$ cat src/rtl/calc_pkg.sv
// Shared definitions for the 4-bit calculator result path:
// operation codes, the default result width and the BCD converter states.
package calc_pkg;

  localparam int CALC_RES_W = 8;

  typedef enum logic [1:0] {
    FUNC_ADD = 2'b00,
    FUNC_SUB = 2'b01,
    FUNC_MUL = 2'b10,
    FUNC_DIV = 2'b11
  } func_e;

  typedef enum logic [1:0] {
    IDLE,
    CONV,
    DONE
  } bcd_state_e;

endpackage

$ cat src/rtl/calc_dabble_step.sv
// One double-dabble iteration on the concatenated {bcd, bin} vector.
// Every BCD nibble that is 5 or more gets 3 added, then the whole vector
// shifts left by one. Purely combinational; the top reuses a single copy
// of this step on every conversion cycle.
module calc_dabble_step
  import calc_pkg::*;
#(
  parameter int RES_W  = CALC_RES_W,
  parameter int DIGITS = 3
) (
  input  logic [4*DIGITS+RES_W-1:0] i_vec,
  output logic [4*DIGITS+RES_W-1:0] o_vec
);

  logic [4*DIGITS+RES_W-1:0] w_adj;

  // Add-3 correction on each BCD nibble, then shift the whole vector left.
  always_comb begin
    w_adj = i_vec;
    for (int d = 0; d < DIGITS; d++) begin
      if (i_vec[RES_W+4*d +: 4] >= 4'd5) begin
        w_adj[RES_W+4*d +: 4] = i_vec[RES_W+4*d +: 4] + 4'd3;
      end
    end
    o_vec = w_adj << 1;
  end

endmodule

$ cat src/rtl/calc_result_bcd.sv
// Calculator result to BCD converter.
// Captures a binary result over a valid/ready handshake, converts it to
// packed BCD one bit per cycle with a double-dabble engine, and offers the
// digits downstream over a second valid/ready handshake. A divide with a
// zero divisor skips the conversion and reports out_err instead.
// Optional build macro: SIGNED_SUB_EN -- a subtraction whose result has the
// MSB set is shown as its magnitude with out_neg raised. Without the macro
// every result is unsigned and out_neg stays low.
module calc_result_bcd
  import calc_pkg::*;
#(
  parameter int RES_W  = CALC_RES_W,
  parameter int DIGITS = 3
) (
  input  logic                  clk,
  input  logic                  rst,
  input  logic                  in_valid,
  output logic                  in_ready,
  input  logic [RES_W-1:0]      in_result,
  input  logic [1:0]            in_func,
  input  logic                  in_b_zero,
  output logic                  out_valid,
  input  logic                  out_ready,
  output logic [4*DIGITS-1:0]   out_bcd,
  output logic                  out_neg,
  output logic                  out_err
);

  localparam int BCD_W = 4*DIGITS;
  localparam int VEC_W = BCD_W + RES_W;
  localparam int CNT_W = $clog2(RES_W + 1);

  bcd_state_e        r_state;
  bcd_state_e        w_next_state;
  logic [BCD_W-1:0]  r_bcd;
  logic [BCD_W-1:0]  r_out_bcd;
  logic [RES_W-1:0]  r_bin;
  logic [RES_W-1:0]  w_bin_in;
  logic [CNT_W-1:0]  r_cnt;
  logic              r_err;
  logic              r_neg;
  logic              r_out_err;
  logic              r_out_neg;
  logic              w_div0;
  logic              w_neg_in;
  logic              w_accept;
  logic              w_last;
  logic [VEC_W-1:0]  w_step_out;

  assign w_accept = in_valid && (r_state == IDLE);
  assign w_div0   = (func_e'(in_func) == FUNC_DIV) && in_b_zero;
  assign w_last   = (r_cnt == CNT_W'(1));

`ifdef SIGNED_SUB_EN
  assign w_neg_in = (func_e'(in_func) == FUNC_SUB) && in_result[RES_W-1];
  assign w_bin_in = w_neg_in ? (~in_result + RES_W'(1)) : in_result;
`else
  assign w_neg_in = 1'b0;
  assign w_bin_in = in_result;
`endif

  calc_dabble_step #(
    .RES_W  (RES_W),
    .DIGITS (DIGITS)
  ) u_step (
    .i_vec ({r_bcd, r_bin}),
    .o_vec (w_step_out)
  );

  assign out_bcd = r_out_bcd;
  assign out_neg = r_out_neg;
  assign out_err = r_out_err;

  // Next-state selection and handshake outputs decoded from the state.
  always_comb begin
    w_next_state = r_state;
    in_ready     = 1'b0;
    out_valid    = 1'b0;
    case (r_state)
      IDLE: begin
        in_ready = 1'b1;
        if (in_valid) w_next_state = CONV;
      end
      CONV: begin
        if (w_last) w_next_state = DONE;
      end
      DONE: begin
        out_valid = 1'b1;
        if (out_ready) w_next_state = IDLE;
      end
      default: w_next_state = IDLE;
    endcase
  end

  // State register.
  always_ff @(posedge clk) begin
    if (rst) r_state <= IDLE;
    else     r_state <= w_next_state;
  end

  // Capture, iterate and publish. The divide-by-zero case still passes
  // through one CONV cycle (counter loaded with 1) so its result appears
  // exactly one cycle after acceptance, with the digits forced to zero.
  always_ff @(posedge clk) begin
    if (rst) begin
      r_bcd     <= '0;
      r_bin     <= '0;
      r_cnt     <= '0;
      r_err     <= 1'b0;
      r_neg     <= 1'b0;
      r_out_bcd <= '0;
      r_out_neg <= 1'b0;
      r_out_err <= 1'b0;
    end else begin
      case (r_state)
        IDLE: begin
          if (w_accept) begin
            r_bcd <= '0;
            r_neg <= w_neg_in;
            if (w_div0) begin
              r_bin <= '0;
              r_err <= 1'b1;
              r_cnt <= CNT_W'(1);
            end else begin
              r_bin <= w_bin_in;
              r_err <= 1'b0;
              r_cnt <= CNT_W'(RES_W);
            end
          end
        end
        CONV: begin
          r_bcd <= w_step_out[VEC_W-1 -: BCD_W];
          r_bin <= w_step_out[RES_W-1:0];
          r_cnt <= r_cnt - CNT_W'(1);
          if (w_last) begin
            r_out_bcd <= r_err ? '0 : w_step_out[VEC_W-1 -: BCD_W];
            r_out_err <= r_err;
            r_out_neg <= r_neg;
          end
        end
        default: ;
      endcase
    end
  end

endmodule

$ cat config.mk
export PLATFORM = sky130hd
export DESIGN_NAME = calc_result_bcd
export DESIGN_NICKNAME = d
export VERILOG_FILES = /design/src/rtl/calc_pkg.sv /design/src/rtl/calc_dabble_step.sv /design/src/rtl/calc_result_bcd.sv
export SDC_FILE = /design/constraint.sdc
export NUM_CORES = 1
export LEC_CHECK = 0
export BUFFER_PORTS_ARGS = -buffer_cell sky130_fd_sc_hd__buf_2
export CAP_MARGIN = 20
export CELL_PAD_IN_SITES_DETAIL_PLACEMENT = 1
export CELL_PAD_IN_SITES_GLOBAL_PLACEMENT = 2
export CORE_AREA = 2 2 76 78
export CTS_BUF_LIST = sky130_fd_sc_hd__clkbuf_8
export CTS_CLUSTER_SIZE = 14
export DETAILED_ROUTE_END_ITERATION = 16
export DIE_AREA = 0 0 78 80
export GPL_ROUTABILITY_DRIVEN = 1
export MAX_ROUTING_LAYER = met4
export PLACE_DENSITY = 0.82
export SETUP_SLACK_MARGIN = 0.4
export SYNTH_ARGS = -nofsm -noshare
export SYNTH_HDL_FRONTEND = slang
export SYNTH_SLANG_ARGS = --single-unit
$ cat constraint.sdc
create_clock -name clk -period 2 [get_ports clk]
set_clock_uncertainty 0.2 [all_clocks]
set_input_delay 0.1 -clock clk [delete_from_list [all_inputs] [get_ports clk]]
set_output_delay 0.1 -clock clk [all_outputs]
set_load 0.02 [all_outputs]
==> out/qor.txt <==
ROUTE
------------------------------------------------------------------------------------
Routed vias ...........................................................         1671
DRC marker count from the first detailed-route iteration ..............           75
Detail-routed via count per cell ......................................        5.142
Wire per inst .........................................................     15.55 um
DRC Markers ...........................................................            0
DRT Wirelength ........................................................      5054 um
Length of the first detailed-routing pass in iterations ...............            4
Antenna-violating nets left ...........................................            0

YOSYS
------------------------------------------------------------------------------------
Most common cell in the synthesized netlist ........................... sky130_fd_sc_hd__dfxtp_1
Primary flip-flop cell chosen by synthesis mapping .................... sky130_fd_sc_hd__dfxtp_1
Largest area contributor in the netlist ............................... sky130_fd_sc_hd__dfxtp_1
Post-synth EDFFs ......................................................            0
Synth unique cells ....................................................           34
Largest cells by area after synthesis ................................. sky130_fd_sc_hd__dfxtp_1, sky130_fd_sc_hd__nand3b_1, sky130_fd_sc_hd__ha_1, sky130_fd_sc_hd__a21oi_1, sky130_fd_sc_hd__a222oi_1
Mean area per synthesized cell ........................................    9.090 um2
Synth Cell Area .......................................................     1818 um2
Yosys synthesis warning count .........................................            0
Post-synth net total ..................................................          223
Count of mapped cells out of synthesis ................................          200
Most common library cells after synthesis ............................. sky130_fd_sc_hd__dfxtp_1, sky130_fd_sc_hd__nand3b_1, sky130_fd_sc_hd__nor2_1, sky130_fd_sc_hd__a21oi_1, sky130_fd_sc_hd__o21ai_0
Sequential-to-total area share from yosys stat ........................       44.05%
Register bit total from synthesis .....................................           40
Fraction of post-synthesis cell area in the top cell type by area .....       44.05%
Proportion of synthesized flip-flops having asynchronous set or reset .           0%

PLACE
------------------------------------------------------------------------------------
IO buf count ..........................................................           29
Post-detailed-placement half-perimeter wirelength .....................      3202 um
Cell Count Post-Placement .............................................          294
RePlAce Congestion ....................................................       0.7474
Setup WS pre-CTS ......................................................    0.2288 ns

DIE
------------------------------------------------------------------------------------
Total number of placement rows ........................................           27
Die boundary width ....................................................        78 um
Effective utilization at floorplan ....................................       33.63%
Total core area .......................................................     5405 um2
Die outline area ......................................................     6240 um2
Die height ............................................................        80 um
IO Pins ...............................................................           31

GLOBAL ROUTE
------------------------------------------------------------------------------------
First-pass GRT wire length ............................................      8625 um
Largest net degree at the start of global routing .....................           22
Global Route Usage Sum ................................................       18.38%
Aggregate global routing overflow .....................................            0
Via count of the first global-routing pass ............................         1763
Number of antenna violations at the first check in global routing .....            0

CELLS AND AREA
------------------------------------------------------------------------------------
Non-filler cells in the finished layout ...............................          325
Seq. cell area ........................................................    813.3 um2
Multi-input gate area in the final layout .............................     1155 um2
Diode insertion count for antenna repair ..............................            0
Layout cell share with drive strength beyond 1 ........................       41.50%
Nets ..................................................................          275
Layout Area Growth over Synthesis .....................................       42.12%
Final Util ............................................................       47.80%
Number of fill cells in the layout ....................................          636

CLOCK NETWORK
------------------------------------------------------------------------------------
Register clock-pin slew on the reported worst setup and hold paths ....      0.08 ns
Num CTS Buffers .......................................................            5
TritonCTS clock tree ..................................................          yes
Maximum root-to-sink buffer count .....................................            2
H-tree depth ..........................................................            2
Clk Tree Root Cell .................................................... sky130_fd_sc_hd__clkbuf_8
Latest clock arrival within the worst-skew pair .......................      0.30 ns
Number of clock sinks .................................................           40

WORST SETUP PATH
------------------------------------------------------------------------------------
Crit Path Max Fanout ..................................................            8
Kind of critical path ................................................. register to register
Number of cell instances on the worst register-to-register path .......            6
Crit path DAT .........................................................      1.65 ns
Startpoint Class ......................................................     register
Crit path capture type ................................................     register
Worst reg2reg endpoint ................................................ out_bcd[10]$_SDFFE_PP0P_
CP Data Required Time .................................................      2.04 ns
Reg2Reg Setup Slack ...................................................      0.39 ns
Startpoint of the lowest-slack register-to-register path .............. r_cnt[1]$_SDFFE_PP0P_

POWER AND IR DROP
------------------------------------------------------------------------------------
Seq pwr share .........................................................        48.9%
Leak ..................................................................     1.002 nW
Combinational share of power ..........................................        13.2%
Internal ..............................................................     1.292 mW
Fraction of power spent switching nets ................................       25.26%
Total power per unit cell area ........................................ 669.3 nW/um2
Total Power Consumption ...............................................     1.729 mW
Worst vdd rail ir drop ................................................  0.0003296 V
Relative contribution of the clock network to total power .............        37.9%
Net switching power figure ............................................    0.4368 mW

STATUS
------------------------------------------------------------------------------------
Run status ............................................................ finished clean

WORST HOLD PATH
------------------------------------------------------------------------------------
Worst min-delay path endpoint ......................................... r_cnt[3]$_SDFFE_PP0P_
Start point of the worst min-delay path ...............................   in_func[1]
Worst Hold Path Cells .................................................            4
Type of the worst min-delay path ...................................... input port to register

STA
------------------------------------------------------------------------------------
Time the final worst path needs with I/O delays and setup .............     1.606 ns
Maximum achievable frequency ..........................................    622.8 MHz
Share of the cycle needed by the critical path after routing ..........       80.28%
Count of endpoints failing hold in the final timing report ............            0
Setup violations, final ...............................................            0
RSZ-0062 raised after global routing ..................................          yes
Total count of max-transition violations in the final report ..........            0
Setup slack after layout ..............................................    0.3943 ns
Setup total negative slack ............................................         0 ns

JOB
------------------------------------------------------------------------------------
MaxCap Viol Count .....................................................            0

==> cell usage in the layout (no fill, tap or decap), types with 7 or more instances in the layout <==
cell type,n
sky130_fd_sc_hd__o21ai_0,7
sky130_fd_sc_hd__dfxtp_1,32
sky130_fd_sc_hd__a21oi_1,10
sky130_fd_sc_hd__o21ai_1,7
sky130_fd_sc_hd__inv_2,7
sky130_fd_sc_hd__nor2_1,15
sky130_fd_sc_hd__buf_2,29
sky130_fd_sc_hd__a222oi_1,7
sky130_fd_sc_hd__nand3b_1,19
sky130_fd_sc_hd__buf_4,17
sky130_fd_sc_hd__dlygate4sd3_1,10
sky130_fd_sc_hd__dfxtp_2,7
sky130_fd_sc_hd__nand2_1,7
==> sequential cells by signal, indices dropped and copies added (netlist names) <==
signal,count
out_err,1
r_err,1
out_bcd,12
r_cnt,4
r_state,2
r_bin,8
r_bcd,12
==> how the worst max path moves through the flow <==
stage,slack [ns],start,depth (start not counted),end
2_1_floorplan,0.29,r_cnt[1]$_SDFFE_PP0P_,8,out_bcd[8]$_SDFFE_PP0P_
3_3_place_gp,0.24,r_cnt[0]$_SDFFE_PP0P_,5,out_bcd[8]$_SDFFE_PP0P_
3_5_place_dp,0.23,r_cnt[0]$_SDFFE_PP0P_,5,out_bcd[5]$_SDFFE_PP0P_
4_1_cts,0.37,r_cnt[1]$_SDFFE_PP0P_,6,out_bcd[5]$_SDFFE_PP0P_
5_1_grt,0.32,r_cnt[1]$_SDFFE_PP0P_,6,out_bcd[8]$_SDFFE_PP0P_
6_report,0.39,r_cnt[1]$_SDFFE_PP0P_,6,out_bcd[10]$_SDFFE_PP0P_
==> layout make-up <==
cell class / count / area share [%]
well taps: 72 / 3.487
repair buffers: 57 / 14.87
inverters: 9 / 1.308
clock buffers: 5 / 2.663
clock inverters: 3 / 1.501
multi-input cells: 139 / 44.70
flip-flops and latches: 40 / 31.48
==> stage by stage <==
stage / hold WS (ns) / area (um2)
after floorplan: 0.04830 / 1843
after global placement: 0.1428 / 2053
after detailed placement: 0.1472 / 2053
after CTS: 0.06567 / 2467
after global routing: 0.1088 / 2584
final: 0.07647 / 2584
==> kinds of logic after synthesis <==
family                   share of synthesized area [%]
multiplexers                                     1.858
adder cells (fa/ha/maj)                          5.506
flip-flops                                       44.05
AO/OA/AOI/OAI                                    19.62
XOR/XNOR                                         1.446
buffers and inverters                            4.955
other                                           0.2063
AND/OR/NAND/NOR                                  22.37
==> layer usage <==
layer	GRT usage, %	up-vias	wire (um)
met2	32.93	26	2675
li1	-	826	-
met3	3.394	5	153
met5	-	-	0
met4	6.316	0	69
met1	20.63	814	2156
==> critical path: stages, from the launching register on <==
cell                       delay (ns)
sky130_fd_sc_hd__dfxtp_2         0.33
sky130_fd_sc_hd__inv_2           0.07
sky130_fd_sc_hd__ha_4            0.11
sky130_fd_sc_hd__and4bb_1        0.21
sky130_fd_sc_hd__nand2b_1        0.08
sky130_fd_sc_hd__or3_4           0.41
sky130_fd_sc_hd__o21ai_2         0.14
==> timing repair <==
action / in CTS / in global routing
hold buffers: 10 / 0
gates cloned: 1 / 0
hold endpoints to repair: 12 / 0
endpoints found under the setup margin: 32 / 35
pin swaps: 7 / 9
buffers inserted: 10 / 2
gates resized for setup: 31 / 27
==> power groups by stage <==
| stage | registers, mW | logic (mW) | clock network [mW] |
|---|---|---|---|
| finish | 0.846 | 0.228 | 0.656 |
| global route | 0.849 | 0.253 | 0.709 |
| CTS | 0.844 | 0.221 | 0.677 |
| detailed placement | 0.861 | 0.178 | 0 |
| global placement | 0.861 | 0.174 | 0 |
| floorplan | 0.854 | 0.123 | 0 |
No activity file was read; power rests on OpenSTA's default activity.
